`src/rtl/prim_gate_en_ctrl.sv`:
```
// prim_gate_en_ctrl: registered enable controller for a bank of AND-gate lanes.
// Latency: req_i to en_o is 1 cycle; en_o to ack_o is 1 more cycle; idle auto-close after IdleCycles.
// Backpressure: level req_i/busy_i hold the gate open; close_i forces a close and wins over both.
//
// Ports:
//   clk_i        - clock
//   rst_i        - synchronous active-high reset
//   req_i        - level request to open / keep open
//   lane_mask_i  - lanes to enable, sampled only when leaving CLOSED
//   busy_i       - downstream activity, keeps the gate open
//   close_i      - forced close, priority over req_i and busy_i
//   en_o         - registered lane enables to the AND gates
//   ack_o        - registered, high while the gate is fully open
//   state_o      - current FSM state (debug)
// Optional feature macro: PRIM_GATE_EN_CTRL_STATS_EN adds open_cnt_o / force_cnt_o
// (16-bit saturating counters of opens and forced closes).

module prim_gate_en_ctrl #(
  parameter int Width      = 1,
  parameter int IdleCycles = 16,
  parameter int CntW       = $clog2(IdleCycles + 1)
) (
  input  logic             clk_i,
  input  logic             rst_i,
  input  logic             req_i,
  input  logic [Width-1:0] lane_mask_i,
  input  logic             busy_i,
  input  logic             close_i,
  output logic [Width-1:0] en_o,
  output logic             ack_o,
`ifdef PRIM_GATE_EN_CTRL_STATS_EN
  output logic [15:0]      open_cnt_o,
  output logic [15:0]      force_cnt_o,
`endif
  output logic [1:0]       state_o
);

  localparam logic [1:0] ST_CLOSED  = 2'b00;
  localparam logic [1:0] ST_OPENING = 2'b01;
  localparam logic [1:0] ST_OPEN    = 2'b10;
  localparam logic [1:0] ST_CLOSING = 2'b11;

  localparam logic [CntW-1:0] IDLE_LOAD = CntW'(IdleCycles);
  localparam logic [CntW-1:0] CNT_ONE   = CntW'(1);

  logic [1:0]       r_state;
  logic [Width-1:0] r_mask;
  logic [CntW-1:0]  r_cnt;
  logic [Width-1:0] r_en;
  logic             r_ack;

  logic [1:0]       w_state_nxt;
  logic [Width-1:0] w_mask_nxt;
  logic [CntW-1:0]  w_cnt_nxt;
  logic             w_open_nxt;

  always_comb begin
    w_state_nxt = r_state;
    w_mask_nxt  = r_mask;
    w_cnt_nxt   = r_cnt;
    case (r_state)
      ST_CLOSED: begin
        w_cnt_nxt = '0;
        if (req_i && !close_i) begin
          w_state_nxt = ST_OPENING;
          w_mask_nxt  = lane_mask_i;
        end
      end
      ST_OPENING: begin
        if (close_i) begin
          w_state_nxt = ST_CLOSING;
        end else begin
          w_state_nxt = ST_OPEN;
          w_cnt_nxt   = IDLE_LOAD;
        end
      end
      ST_OPEN: begin
        if (close_i) begin
          w_state_nxt = ST_CLOSING;
        end else if (req_i || busy_i) begin
          w_cnt_nxt = IDLE_LOAD;
        end else begin
          // Counter is >= 1 in OPEN; closing on the 1->0 step gives exactly IdleCycles idle cycles.
          w_cnt_nxt = r_cnt - CNT_ONE;
          if (r_cnt == CNT_ONE) begin
            w_state_nxt = ST_CLOSING;
          end
        end
      end
      default: begin
        // CLOSING lasts one cycle and ignores req_i, guaranteeing a gap with en_o low.
        w_state_nxt = ST_CLOSED;
        w_cnt_nxt   = '0;
      end
    endcase
  end

  // Outputs are decoded from the next state so they are registered yet aligned with state_o.
  assign w_open_nxt = (w_state_nxt == ST_OPENING) || (w_state_nxt == ST_OPEN);

  always_ff @(posedge clk_i) begin
    if (rst_i) begin
      r_state <= ST_CLOSED;
      r_mask  <= '0;
      r_cnt   <= '0;
      r_en    <= '0;
      r_ack   <= 1'b0;
    end else begin
      r_state <= w_state_nxt;
      r_mask  <= w_mask_nxt;
      r_cnt   <= w_cnt_nxt;
      r_en    <= w_open_nxt ? w_mask_nxt : '0;
      r_ack   <= (w_state_nxt == ST_OPEN);
    end
  end

  assign en_o    = r_en;
  assign ack_o   = r_ack;
  assign state_o = r_state;

`ifdef PRIM_GATE_EN_CTRL_STATS_EN
  logic [15:0] r_open_cnt;
  logic [15:0] r_force_cnt;
  logic        w_open_evt;
  logic        w_force_evt;

  assign w_open_evt  = (r_state == ST_CLOSED) && (w_state_nxt == ST_OPENING);
  assign w_force_evt = ((r_state == ST_OPENING) || (r_state == ST_OPEN)) && close_i;

  always_ff @(posedge clk_i) begin
    if (rst_i) begin
      r_open_cnt  <= '0;
      r_force_cnt <= '0;
    end else begin
      if (w_open_evt && (r_open_cnt != 16'hFFFF)) begin
        r_open_cnt <= r_open_cnt + 16'd1;
      end
      if (w_force_evt && (r_force_cnt != 16'hFFFF)) begin
        r_force_cnt <= r_force_cnt + 16'd1;
      end
    end
  end

  assign open_cnt_o  = r_open_cnt;
  assign force_cnt_o = r_force_cnt;
`endif

endmodule
```
`config.mk`:
```
export PLATFORM = sky130hd
export DESIGN_NAME = prim_gate_en_ctrl
export DESIGN_NICKNAME = d
export VERILOG_FILES = /design/src/rtl/prim_gate_en_ctrl.sv
export SDC_FILE = /design/constraint.sdc
export NUM_CORES = 1
export LEC_CHECK = 0
export ABC_CLOCK_PERIOD_IN_PS = 3550
export BUFFER_PORTS_ARGS = -buffer_cell sky130_fd_sc_hd__buf_4
export CORE_AREA = 5 5 50 52
export CTS_CLUSTER_DIAMETER = 50
export DETAILED_ROUTE_END_ITERATION = 6
export DIE_AREA = 0 0 55 57
export PLACE_DENSITY = 0.57
export SLEW_MARGIN = 20
export SYNTH_ARGS = -nofsm -noshare
export SYNTH_HDL_FRONTEND = slang
export SYNTH_SLANG_ARGS = --single-unit
```
`constraint.sdc`:
```
create_clock -name clk_i -period 3.55 [get_ports clk_i]
set_input_delay 0.71 -clock clk_i [delete_from_list [all_inputs] [get_ports clk_i]]
set_output_delay 0.71 -clock clk_i [all_outputs]
set_load 0.1 [all_outputs]
```
==> metrics.yaml, run 1 <==
grt_pass1_wl_mm: 2.38
vdd_drop_max_uv: 239
path_max_fanout: 3
drt_iter0_markers: 5
grt_remaining_overflow: 0
viasPerCell: 4.99
cp.required_ps: 3730
yosysUniqueCellTypes: 26
hold_violations: 0
yosys.area.top_type: "dfxtp_1"
n_antenna_cell: 0
maxCapViolCount: 0
nNetsFinal: 95
worstSetupPathType: "reg -> reg"
first_pass_iters: 4
maxSlewViolCount: 0
clock_sinks: 10
worstRegToRegCells: 7
wl_per_cell_um: 11.8
synth_fp_nets: 82
cp-end-kind: "register"
fin_crit_sh_pct: 54.8
drc: 0
cts_made_buffers: 3
wirelength_mm: 1.27
core_area_um2: 2060
power_frac_seq_pct: 42.7
yosys_warnings: 0
pwr_density_cell_nw_per_um2: 407
clkTransAtPathRegs_ps: 70
slowest_delay_ps: 550
rsz0062_at_grt: "false"
async_flop_share_pct: 0
dieArea_um2: 3140
post_cts_buffers: 0
p_int_mw: 0.186
synthTopCellsByArea: "dfxtp_1, ha_1, inv_1"
relSlewSlack_pct: 61.6
clk_path_buf_depth: 2
root_buffer: "clkbuf_4"
drive_above_1_share_pct: 17.5
grt_pass1_vias: 549
cp_slowest_cell: "a2111oi_0"
status: "completed"
row_count: 17
areaGrowthSynthToFinish_pct: 20.5
port_buffers: 9
crit_path_cell_trace: "inv_1 -> ha_1 -> nor4b_1 -> a2111oi_0 -> nor2_1 -> ha_1 -> nor3_1"
holdPathEnd: "r_cnt[1]"
io_pins: 10
synth-edff-count: 0
die_y_um: 57
place.gp.congestion: 0.783
switching_share_pct: 36.2
yosysTopAreaCellShare_pct: 33.8
avgSynthCellArea_um2: 8.60
place_hpwl_um: 963
startpoint_type: "register"
grt_max_degree: 13
antenna_found_initial: 0
hold_depth: 2
clkPwrFrac_pct: 26.3
hold_path.class: "reg -> reg"
clk_latency_ps: 260
ys_ff_latch: 10
utilization_pct: 34.6
reg2reg_to: "en_o"
initial_core_util_pct: 28.7
synth_cells: 69
switching_power_mw: 0.105
finClkSkew_ps: 4.88
fin_crit_ps: 1940
syn-cell-area_um2: 593
tritoncts: "done"
p_leak_nw: 0.293
grtUsageTotal_pct: 10.0
worstMarginPinSlew_ps: 562
finalSetupTns_ps: 0
fin_total_pwr_mw: 0.291
die_w_um: 55
cts_resized: 0
synth_flop_cell: "dfxtp_1"
regToRegStartpoint: "r_cnt[1]"
vias: 539
critPathArrivalTime_ps: 2120
ff2ff_setup_slack_ps: 1610
yosysSeqAreaShare_pct: 33.8
htreeDepth: 1
cts_hold_buf: 0
cpMostUsedCell: "ha_1"
p_comb_share_pct: 31.0
antenna_left: 0
setup_viol: 0
clock.fmax_mhz: 514
worstHoldStart: "r_cnt[1]"
cell families (layout without fill, tap and decap cells):
group,count (synthesis),in the layout,synth area share [%]
mux,1,1,1.69
simple gates,23,23,22.4
flops,10,10,33.8
compound gates,18,18,21.1
buf+inv,10,21,6.33
fa+ha+maj,7,7,14.8
how the worst max path moves through the flow:
stage,cells past startpoint,slack [ps],endpoint,start
4_1_cts,7,1580,en_o,r_cnt[1]
3_3_place_gp,6,1550,en_o,req_i
5_1_grt,7,1350,en_o,r_cnt[1]
2_1_floorplan,6,1170,en_o,state_o[1]
3_5_place_dp,6,1480,en_o,req_i
6_report,7,1610,en_o,r_cnt[1]
worst max-delay path, delay by kind of cell (launching register included):
kind                     cells  cell delay, ps
AO/OA/AOI/OAI                1             550
adder cells (fa/ha/maj)      2             460
flip-flops                   1             340
AND/OR/NAND/NOR              3             440
buffers and inverters        1              70
metal layers:
metal	track usage, %	vias up	wire [um]
met2	14.7	14	639
met4	1.04	0	0
met1	13.5	250	554
li1	-	275	-
met3	5.22	0	79
met5	0	-	0
synth_stat cells, types with 2 or more instances:
master / count
ha_1: 7
nand2_1: 4
or3_1: 2
o32ai_1: 3
a21oi_1: 4
nor3_1: 2
nand3_1: 3
nor2b_1: 2
nor2_1: 4
dfxtp_1: 10
o21ai_0: 4
a2111oi_0: 2
inv_1: 9
sequential cells by signal (all words and copies together) (netlist names):
name     cells
en_o         1
r_cnt        5
r_mask       1
state_o      2
ack_o        1
power groups by stage:
stage          Clock [mW]  Combinational [mW]  Sequential [mW]
2_1_floorplan           0              0.0377            0.156
3_3_place_gp            0              0.0903            0.127
3_5_place_dp            0              0.0905            0.127
4_1_cts            0.0795              0.0912            0.124
5_1_grt            0.0889              0.0994            0.126
6_report           0.0764              0.0903            0.124
layout by cell type (no fill, tap or decap), drive strengths merged:
master,instances
nor3,2
inv,9
a21oi,4
a21o,1
or3,2
a32oi,1
nor2,4
nand4,1
clkbuf,3
nand3b,1
nor2b,2
buf,9
mux2i,1
nand3,3
nor4b,1
ha,7
dfxtp,10
nand2,4
nand4b,1
and4bb,1
a31o,1
o21a,1
a2111oi,2
o32ai,3
and4,1
o21ai,4
a311oi,1
final cells by class:
class,instances,area (um2)
repair buffers,9,67.6
fillers,230,1350
clock buffers,3,22.5
inverters,9,33.8
multi-input cells,49,355
flip-flops and latches,10,200
well taps,28,35.0
per-stage QoR:
stage	cell area [um2]	setup slack, ps	instances	hold slack, ps
after floorplan	593	1170	69	440
final	714	1610	108	472
after global routing	714	1350	108	512
after CTS	714	1580	108	482
after detailed placement	692	1480	105	472
after global placement	692	1550	105	456
Note: power is estimated with default switching activity, not from simulation.
==> run 2, diff against run 1 <==
Settings changed: ABC_AREA set to 1, ABC_CLOCK_PERIOD_IN_PS 3550 to 1750, PLACE_DENSITY 0.57 to 0.59.
Clock period 3.55 ns to 1.75 ns, I/O delays scaled along.
==> run 2 against run 1 <==
  * Highest routed layer is now met4
  * Setup slack worse by 1400 ps
  * Non-clock buffer count up 2
  * Clock power up 120%
  * Sequential power rose by 130%
  * Core utilization is 2.8 points higher
  * Clock-buffer cell count is the same
  * Critical endpoint unchanged
  * Clock skew shrank 4.3 ps
  * Critical path type unchanged
==> metrics.yaml, run 2 <==
status: "completed"
fin_hold_ws_ps: 304
clkPwrFrac_pct: 20.1
ys_ff_latch: 10
clk_path_buf_depth: 2
critPathArrivalTime_ps: 1760
areaGrowthSynthToFinish_pct: 29.4
worstSetupPathType: "reg -> reg"
antenna_left: 0
core_area_um2: 2060
worstRegToRegCells: 9
cp_slowest_cell: "dfxtp_1"
ff2ff_setup_slack_ps: 170
switching_power_mw: 0.367
vias: 537
avgSynthCellArea_um2: 7.28
slowest_delay_ps: 310
worst_slack_ps: 166
synth_flop_cell: "dfxtp_1"
final_common_cell: "nand2_1"
synth_most_common_cell: "nand2_1"
startpoint: "r_cnt[1]"
regToRegStartpoint: "r_cnt[1]"
die_y_um: 57
final_cell_area_um2: 772
wl_per_cell_um: 9.73
post-place-ws_ps: 126
viasPerCell: 4.33
vdd_drop_max_uv: 559
p_int_mw: 0.465
yosysTopAreaCellShare_pct: 33.5
yosysUniqueCellTypes: 20
p_comb_share_pct: 45.2
cts_made_buffers: 3
io_pins: 10
clock.fmax_mhz: 631
drt_iter0_markers: 8
finClkSkew_ps: 0.528
rsz0062_at_grt: "false"
clock_sinks: 10
p_leak_nw: 0.372
power_frac_seq_pct: 34.7
path_max_fanout: 4
largest_reg_flops: 5
fin_total_pwr_mw: 0.832
drive_above_1_share_pct: 28.1
clkTransAtPathRegs_ps: 70
cp-end-kind: "register"
synth_common_cells: "nand2_1, inv_1, nor2_1, dfxtp_1, ha_1"
port_buffers: 9
dieArea_um2: 3140
pwr_density_cell_nw_per_um2: 1080
grtUsageTotal_pct: 9.62
async_flop_share_pct: 0
final_cell_mix: "nand2_1, nor2_1, inv_1, buf_4, dfxtp_1"
grt_max_degree: 9
synthTopCellsByArea: "dfxtp_1, ha_1, nand2_1"
max_flop_register: "r_cnt"
holdPathEnd: "r_cnt[4]"
die_w_um: 55
fin_crit_sh_pct: 90.5
worstHoldStart: "rst_i"
cpMostUsedCell: "nand2_1"
first_pass_iters: 4
worstMarginPinSlew_ps: 280
syn-cell-area_um2: 597
cp.required_ps: 1930
hold_depth: 2
reg2reg_to: "en_o"
tritoncts: "done"
maxSlewViolCount: 0
drc: 0
nNetsFinal: 110
synth-edff-count: 0
antenna_found_initial: 0
cts_hold_buf: 0
htreeDepth: 1
grt_pass1_wl_mm: 2.20
hold_violations: 0
root_buffer: "clkbuf_4"
yosys.area.top_type: "dfxtp_1"
grt_remaining_overflow: 0
maxCapViolCount: 0
finalSetupTns_ps: 0
fin_crit_ps: 1580
grt_pass1_vias: 544
n_antenna_cell: 0
row_count: 17
relSlewSlack_pct: 81.5
setup_viol: 0
switching_share_pct: 44.2
yosys_warnings: 0
startpoint_type: "register"
synth_fp_nets: 95
wirelength_mm: 1.21
place_area_um2: 746
place.gp.congestion: 0.779
place_hpwl_um: 944
synth_cells: 82
yosysSeqAreaShare_pct: 33.5
clk_latency_ps: 270
hold_path.class: "in -> reg"
fillers: 231
initial_core_util_pct: 28.9
crit_path_cell_trace: "inv_2 -> ha_1 -> nand4_1 -> nand2_1 -> nand2_1 -> nand3_1 -> nand2_1 -> ha_1 -> nor4_1"
## run 2: cell types whose count changed in the layout (fill, tap and decap cells not counted), moves of 3 or more
cell | previous run | this run
nand2_1 | 4 | 15
inv_2 | 0 | 3
nor2_1 | 4 | 13
o32ai_1 | 3 | 0
## run 2: metal layers
layer	up-vias	global-route usage [%]	share of wire, %
met5	-	0	0
met3	2	5.74	4.8
met4	0	2.08	0.75
li1	284	-	-
met1	242	10.4	41
met2	9	15.9	54
## run 2: power groups by stage
stage,clock network (mW),registers [mW],logic (mW)
6_report,0.167,0.289,0.376
5_1_grt,0.184,0.294,0.419
4_1_cts,0.174,0.289,0.379
3_5_place_dp,0,0.294,0.376
3_3_place_gp,0,0.294,0.376
2_1_floorplan,0,0.402,0.190
## run 2: cell families (layout without fill, tap and decap cells)
| family | after synthesis | after routing | synth area share, % |
|---|---|---|---|
| xor gates and xnor gates | 2 | 2 | 2.94 |
| DFF | 10 | 10 | 33.5 |
| and+or+nand+nor | 37 | 37 | 26.6 |
| buffers and inverters | 16 | 30 | 10.1 |
| AOI/OAI and AO/OA | 10 | 10 | 12.2 |
| adders and majority gates | 7 | 7 | 14.7 |
## run 2: final cells by class
| class | count | area, um2 | share of cell area, % |
|---|---|---|---|
| clock buffers | 3 | 22.5 | 2.92 |
| clock inverters | 1 | 3.75 | 0.486 |
| inverters | 15 | 58.8 | 7.62 |
| multi-input cells | 56 | 362 | 46.8 |
| flip-flops and latches | 10 | 208 | 26.9 |
| well taps | 28 | 35.0 | 4.54 |
| repair buffers | 11 | 82.6 | 10.7 |
## run 2: what timing repair did
item	in CTS	in global routing
setup buffers	0	0
endpoints found under the setup margin	0	1
resized for setup	0	1
## run 2: critical path, delay by kind of cell, from the launching register on
family        cells  cell delay, ps
fa+ha+maj         2             450
simple gates      6             640
flops             1             310
buf+inv           1              80
## run 2: worst max-delay path by stage
stage                 to  slack, ps  depth (start not counted)
floorplan           en_o          1                          7
global placement    en_o        170                          9
detailed placement  en_o        130                          9
CTS                 en_o         90                          9
global route        en_o         30                          9
finish              en_o        170                          9
## run 2: stage by stage
step	std cells	util, %
3_3_place_gp	120	36.1
5_1_grt	124	37.4
3_5_place_dp	120	36.1
2_1_floorplan	82	-
6_report	124	37.4
4_1_cts	124	37.4
